`src/rtl/uart_pkg.sv`:
```
// Shared types and constants for the UART receiver.
package uart_pkg;

  typedef enum logic [2:0] {IDLE, START, DATA, PARITY, STOP} uart_rx_state_t;

  localparam int unsigned OVERSAMPLE = 16;
  localparam int unsigned MID_TICK   = 7;

endpackage

```
`src/rtl/sync_2ff.sv`:
```
// Two-flop synchronizer for a single asynchronous input, with selectable reset value.
module sync_2ff #(
  parameter logic RESET_VAL = 1'b1
) (
  input  logic clk,
  input  logic reset,
  input  logic d,
  output logic q
);

  logic meta_q;
  logic sync_q;

  always_ff @(posedge clk or posedge reset) begin
    if (reset) begin
      meta_q <= RESET_VAL;
      sync_q <= RESET_VAL;
    end else begin
      meta_q <= d;
      sync_q <= meta_q;
    end
  end

  assign q = sync_q;

endmodule

```
`src/rtl/uart_rx.sv`:
```
// 16x oversampling UART receiver: start, DBIT data bits LSB first, optional parity, stop.
// Parity checking is compiled in only when UART_RX_PARITY_EN is defined.
module uart_rx
  import uart_pkg::*;
#(
  parameter int unsigned DBIT       = 8,
  parameter int unsigned SB_TICK    = 16,
  parameter int unsigned PARITY_ODD = 0
) (
  input  logic       clk,
  input  logic       reset,
  input  logic       s_tick,
  input  logic       rx,
  output logic [7:0] dout,
  output logic       rx_done_tick,
  output logic       frame_err,
  output logic       parity_err,
  output logic       busy
);

  localparam logic [4:0] MidTick  = 5'(MID_TICK);
  localparam logic [4:0] BitLast  = 5'(OVERSAMPLE - 1);
  localparam logic [4:0] StopLast = 5'(SB_TICK - 1);
  localparam logic [2:0] NLast    = 3'(DBIT - 1);

  logic rx_s;

  sync_2ff #(
    .RESET_VAL(1'b1)
  ) u_rx_sync (
    .clk  (clk),
    .reset(reset),
    .d    (rx),
    .q    (rx_s)
  );

  uart_rx_state_t state_q, state_d;
  logic [4:0]     s_q, s_d;
  logic [2:0]     n_q, n_d;
  logic [7:0]     b_q, b_d;
  logic           done_q, done_d;
  logic           ferr_q, ferr_d;

`ifdef UART_RX_PARITY_EN
  localparam logic ParOdd = (PARITY_ODD != 0);
  logic p_q, p_d;
  logic pmis_q, pmis_d;
  logic perr_q, perr_d;
`else
  logic unused_parity_odd;
  assign unused_parity_odd = (PARITY_ODD != 0);
`endif

  always_comb begin
    state_d = state_q;
    s_d     = s_q;
    n_d     = n_q;
    b_d     = b_q;
    done_d  = 1'b0;
    ferr_d  = 1'b0;
`ifdef UART_RX_PARITY_EN
    p_d     = p_q;
    pmis_d  = pmis_q;
    perr_d  = 1'b0;
`endif
    unique case (state_q)
      IDLE: begin
        // Start-bit detection does not wait for a tick.
        if (!rx_s) begin
          state_d = START;
          s_d     = '0;
        end
      end
      START: begin
        if (s_tick) begin
          if (s_q == MidTick) begin
            if (rx_s) begin
              state_d = IDLE;
            end else begin
              state_d = DATA;
              s_d     = '0;
              n_d     = '0;
`ifdef UART_RX_PARITY_EN
              p_d     = 1'b0;
`endif
            end
          end else begin
            s_d = s_q + 5'd1;
          end
        end
      end
      DATA: begin
        if (s_tick) begin
          if (s_q == BitLast) begin
            b_d = {rx_s, b_q[7:1]};
            s_d = '0;
`ifdef UART_RX_PARITY_EN
            p_d = p_q ^ rx_s;
`endif
            if (n_q == NLast) begin
`ifdef UART_RX_PARITY_EN
              state_d = PARITY;
`else
              state_d = STOP;
`endif
            end else begin
              n_d = n_q + 3'd1;
            end
          end else begin
            s_d = s_q + 5'd1;
          end
        end
      end
`ifdef UART_RX_PARITY_EN
      PARITY: begin
        if (s_tick) begin
          if (s_q == BitLast) begin
            pmis_d  = rx_s ^ p_q ^ ParOdd;
            s_d     = '0;
            state_d = STOP;
          end else begin
            s_d = s_q + 5'd1;
          end
        end
      end
`endif
      STOP: begin
        if (s_tick) begin
          if (s_q == StopLast) begin
            state_d = IDLE;
            done_d  = 1'b1;
            ferr_d  = ~rx_s;
`ifdef UART_RX_PARITY_EN
            perr_d  = pmis_q;
`endif
          end else begin
            s_d = s_q + 5'd1;
          end
        end
      end
      default: state_d = IDLE;
    endcase
  end

  always_ff @(posedge clk or posedge reset) begin
    if (reset) begin
      state_q <= IDLE;
      s_q     <= '0;
      n_q     <= '0;
      b_q     <= '0;
      done_q  <= 1'b0;
      ferr_q  <= 1'b0;
`ifdef UART_RX_PARITY_EN
      p_q     <= 1'b0;
      pmis_q  <= 1'b0;
      perr_q  <= 1'b0;
`endif
    end else begin
      state_q <= state_d;
      s_q     <= s_d;
      n_q     <= n_d;
      b_q     <= b_d;
      done_q  <= done_d;
      ferr_q  <= ferr_d;
`ifdef UART_RX_PARITY_EN
      p_q     <= p_d;
      pmis_q  <= pmis_d;
      perr_q  <= perr_d;
`endif
    end
  end

  assign dout         = b_q >> (8 - DBIT);
  assign rx_done_tick = done_q;
  assign frame_err    = ferr_q;
  assign busy         = (state_q != IDLE);
`ifdef UART_RX_PARITY_EN
  assign parity_err   = perr_q;
`else
  assign parity_err   = 1'b0;
`endif

endmodule

```
`config.mk`:
```
export PLATFORM = sky130hd
export DESIGN_NAME = uart_rx
export DESIGN_NICKNAME = d
export VERILOG_FILES = /design/src/rtl/uart_pkg.sv /design/src/rtl/sync_2ff.sv /design/src/rtl/uart_rx.sv
export SDC_FILE = /design/constraint.sdc
export NUM_CORES = 1
export LEC_CHECK = 0
export BUFFER_PORTS_ARGS = -buffer_cell sky130_fd_sc_hd__buf_2
export CAP_MARGIN = 20
export CORE_MARGIN = 2
export CORE_UTILIZATION = 56
export CTS_CLUSTER_DIAMETER = 50
export DETAILED_ROUTE_END_ITERATION = 8
export PLACE_DENSITY = 0.82
export SLEW_MARGIN = 20
export SYNTH_ARGS = -nofsm -noshare
export SYNTH_HDL_FRONTEND = slang
export SYNTH_SLANG_ARGS = --single-unit
```
`constraint.sdc`:
```
create_clock -name clk -period 2.25 [get_ports clk]
set_input_delay 0.3375 -clock clk [delete_from_list [all_inputs] [get_ports clk]]
set_output_delay 0.3375 -clock clk [all_outputs]
set_load 0.005 [all_outputs]
```
# Word level (Yosys, flattened, before mapping)
# Cells that the tools add are included.
# totals
reg_bits	23
input_bits	4
elab_cells	67
# op_classes
addsub	2
eq_ne	17
n_mux	31
n_bitwise	1
n_reduce_logical	8
# op_table
op	n
3-bit 2-to-1 mux	14
5-bit 2-to-1 mux	7
2-bit inequality test, second input constant	11
5-bit case mux with 4 select lines	1
3-bit case mux with 4 select lines	1
8-bit AND reduction	1
7-bit AND reduction	1
3-bit == test, second input constant	2
1-bit 2-to-1 mux	6
3-bit case mux with 2 select lines	1
5-bit by 1-bit adder with 5-bit output, second input constant	1
5-bit by 3-bit == test with 1-bit output, second input constant	1
5-bit by 4-bit == test with 1-bit output, second input constant	1
5-bit AND reduction	1
4-bit nonzero test	1
3-bit by 1-bit adder with 3-bit output, second input constant	1
3-bit by 1-bit == test with 1-bit output, second input constant	1
3-bit by 2-bit == test with 1-bit output, second input constant	1
3-bit logical NOT	1
3-bit AND reduction	1
3-bit nonzero test	1
2-bit 2-to-1 mux	1
2-bit nonzero test	1
1-bit NOT	1

# Depth between registers and ports, before layout
# depth
word_depth	5
depth_mapped	6

# Cells and area by module
# From an unflattened synthesis, not the netlist that was laid out.
# hier_totals
cells_unflattened	114
hier_area_um2	1320.0
# by_module_without_submodules
mod	n_inst	cells_per_inst	area_each_um2	seq_area_each_um2
uart_rx	1	111	1263.7	525.5
sync_2ff	1	3	56.3	52.6

# Least setup slack after synthesis
# OpenSTA, ideal clock, no wires.
# synth_path
path_type	reg2reg
start	register s_q[0]
end	register n_q[0]
t_arrival_ns	1.580
slack_ns	0.545
stages_incl_launch_ff	6
period_less_slack_ns	1.705
cell_sequence	dfrtp_1 ha_1 and4bb_1 or2_1 o2111a_2 mux2_4
# synth_via
elab_chain_cells	3
# synth_rtl
element	line	text
start, declared	uart_rx.sv:38	logic [4:0] s_q, s_d;
start signal, assigned	uart_rx.sv:148	s_q <= '0;
start signal, assigned	uart_rx.sv:160	s_q <= s_d;
5-bit by 4-bit == test with 1-bit output or 5-bit by 3-bit == test with 1-bit output (tied branches)	uart_rx.sv:94, uart_rx.sv:76	
2-bit inequality test (no source line)	--	
7-bit AND reduction (no source line) (*)	--	
end signal, assigned	uart_rx.sv:161	n_q <= n_d;
end, declared	uart_rx.sv:39	logic [2:0] n_q, n_d;
# Mark *: on every way between the ends. The rest lies on a longest branch, timed or not.
# A chain may end at the register's enable or synchronous reset.

# Final worst setup path
# layout_path
start	register state_q[1]
end	register n_q[0]
# layout_via
elab_chain_cells	3
# layout_rtl
element	line	text
start, declared	uart_rx.sv:37	uart_rx_state_t state_q, state_d;
start signal, assigned	uart_rx.sv:159	state_q <= state_d;
3-bit by 1-bit == test with 1-bit output or 3-bit by 2-bit == test with 1-bit output (tied branches)	uart_rx.sv:66	unique case (state_q)
2-bit inequality test (no source line) or 2-bit nonzero test (tied branches)	--	
7-bit AND reduction (no source line)	--	
# Several ways; a longest one is shown, not always the timed one.

==> qor.csv <==
stage;metric;value;unit
timing;Final Slew Violations;0;
detailed_routing;DR iter-0 viols;14;
timing;Worst Max-Slew Pin Slew;0.831;ns
detailed_routing;drt wl/cell;14.7;microns
layout;ANT cells;0;
timing;worst setup margin;0.339;ns
layout;Area growth, synth to finish;8.15;%
pwr;total chip power;1020;uW
timing;Clock Skews;0.00268;ns
die;FP Rows;17;
die;Die Y-Extent;51.1;microns
placement;GP Congestion;0.837;
timing;RSZ-0062 raised after global routing;false;
global_route;initial antenna violation count;0;
yosys;register bit total from synthesis;23;
worst_setup_path;CP startpoint kind;flip-flop;
yosys;Syn Nets;123;
detailed_routing;final WL;2260;microns
die;Initial Util;0.579;
placement;DP Worst Slack;0.350;ns
layout;nets@finish;135;
worst_setup_path;critical path data arrival time;2.12;ns
clock_network;H-tree depth;1;
clock_network;clk_lat worst skew;0.31;ns
yosys;Seq/Total Area, Yosys;0.465;
clock_network;Reg clk slew, reported paths;0.12;ns
global_route;largest net degree at the start of global routing;24;
timing;final setup fails;0;
timing;Fin Setup TNS;0;ns
timing;Max Clk Rate;0.523;GHz
timing;Final min period;1.91;ns
die;Die Area;2610;sq um
yosys;Synth Instances;115;
min_path;class of the worst hold path;in2reg;
clock_network;CTS tree;done;
layout;layout cells sized above 1;0.198;
die;CORE AREA;2150;sq um
placement;IO Port Bufs;14;
worst_setup_path;crit-path max FO;12;
detailed_routing;vias;890;
clock_network;post_cts resized;0;
detailed_routing;# DRC;0;
clock_network;root buffer cell;clkbuf_4;
worst_setup_path;max incr delay on CP;0.53;ns
global_route;GRT overflow;0;
run;MaxCap Viol Count;0;
detailed_routing;vias per std cell;5.78;
detailed_routing;Pre-antenna DRT Iters;4;
yosys;Synth top cells by count;dfrtp_1, mux2_1, nand2_1, nor2_1;
yosys;top-area cell type share of the netlist area;0.423;
yosys;most numerous cell in the Yosys netlist;dfrtp_1;
global_route;vias in the first global route;884;
yosys;synth warn;0;
clock_network;CTS Buffer Depth;2;
layout;fin area;1350;sq um
yosys;Synth cell types;48;
clock_network;# Post-CTS Setup Buffers;0;
die;I/O pin count;16;
timing;Fin. Hold Viols;0;
yosys;Cell Area, Synth;1240;sq um
timing;worst hold margin;0.113;ns
worst_setup_path;Worst Path Buf+Inv;0;
worst_setup_path;Critical Path End Type;flip-flop;
yosys;most common flop cell mapped by yosys;dfrtp_1;
timing;Tcrit/Tclk final;0.849;
timing;Rel. slew slack;0.445;
yosys;area leader, netlist;dfrtp_1;
worst_setup_path;Top Family by Delay on Critical Path;simple AND/OR/NAND/NOR gates;
global_route;gr usage total;0.204;
yosys;post-synthesis async set-or-reset flop share;1.00;
yosys;number of synthesized flops with an enable pin;0;
yosys;syn avg cell area;10.8;sq um
clock_network;# clock sinks;23;
global_route;first-pass GRT wire length;3920;microns
outcome;status;finished, final reports clean;
die;die width;51.1;microns
worst_setup_path;Critical-path top delay cell;dfrtp_1;
placement;Post-DP Area;1320;sq um
worst_setup_path;Crit Path Category;reg2reg;
worst_setup_path;critical path, cell by cell;or3b_4, or2_1, o2111a_2, mux2_4;
clock_network;TritonCTS buffer count;3;
pwr;Peak VDD IR;0.533;mV
clock_network;CTS Hold Buffers Added;0;
pwr;Pleak;0.000663;uW
yosys;top cells by area, synth;dfrtp_1, mux2_1, dfstp_2;
placement;post-DP HPWL;1610;microns
pwr;Power Dens Cells;762;nW/um^2
detailed_routing;post-route ant nets;0;
worst_setup_path;Worst EP required;2.46;ns
worst register-to-register path, delay by kind of cell (launching register included):
family | cells | cell delay (ns)
and+or+nand+nor | 2 | 0.77
DFF | 1 | 0.53
muxes | 1 | 0.30
AOI/OAI and AO/OA | 1 | 0.21
flip-flops by register name, indices dropped and copies added (netlist names):
signal	cells
u_rx_sync.q	1
dout	8
s_q	5
frame_err	1
rx_done_tick	1
u_rx_sync.meta_q	1
n_q	3
state_q	3
area by class of cell:
class	count	area [sq um]
inverter	6	22.5
clock buffer	4	26.3
multi-input combinational	78	606
timing repair buffer	15	77.6
fill	189	803
sequential	23	578
tap	28	35.0
cell families (layout without fill, tap and decap cells):
kind of cell,count (synthesis),after routing,synth area share
buffers and inverters,14,25,0.0483
DFF,23,23,0.465
AOI/OAI and AO/OA,21,21,0.136
xor gates and xnor gates,1,1,0.00704
adders and majority gates,4,4,0.0402
other,1,1,0.00302
muxes,13,13,0.118
and+or+nand+nor,38,38,0.183
stage by stage:
step / utilization / instances
floorplan: - / 115
global placement: 0.614 / 150
detailed placement: 0.614 / 150
CTS: 0.626 / 154
global route: 0.626 / 154
finish: 0.626 / 154
power by group:
part | internal (uW) | switching (uW) | leakage (uW)
sequential | 470 | 57.3 | 0.000304
combinational | 145 | 162 | 0.000344
clock | 69.1 | 122 | 0.0000150
path summary, 6_finish.rpt:
kind	startpoint	to	depth (start not counted)	slack, ns
setup reg to reg	state_q[1]	n_q[0]	4	0.34
max in group asynchronous	reset	frame_err	2	1.55
hold reg to reg	u_rx_sync.meta_q	u_rx_sync.q	0	0.37
min in group asynchronous	reset	dout[0]	2	0.18
setup / recovery	state_q[1]	n_q[0]	4	0.34
hold / removal	rx	u_rx_sync.meta_q	1	0.11
placed cells by master (no fill, tap or decap), drive strengths merged, types with 2 or more instances in the layout:
| cell type | instances |
|---|---|
| nand2b | 2 |
| o22ai | 2 |
| dfrtp | 21 |
| nor4 | 2 |
| nor3 | 5 |
| nand2 | 8 |
| or3b | 2 |
| o21ai | 2 |
| inv | 6 |
| mux2i | 3 |
| a21o | 4 |
| nor2 | 7 |
| clkbuf | 4 |
| dfstp | 2 |
| buf | 15 |
| nor4bb | 2 |
| mux2 | 10 |
| ha | 4 |
| nand3 | 2 |
per-layer routing:
metal,GRT usage,wire length [microns],vias to the layer above,share of wire
met4,0.0946,10,0,0.0044
met1,0.265,1070,426,0.47
li1,-,-,441,-
met3,0.0380,76,2,0.034
met5,0,0,-,0
met2,0.329,1110,21,0.49
(Power assumes the default switching activity.)
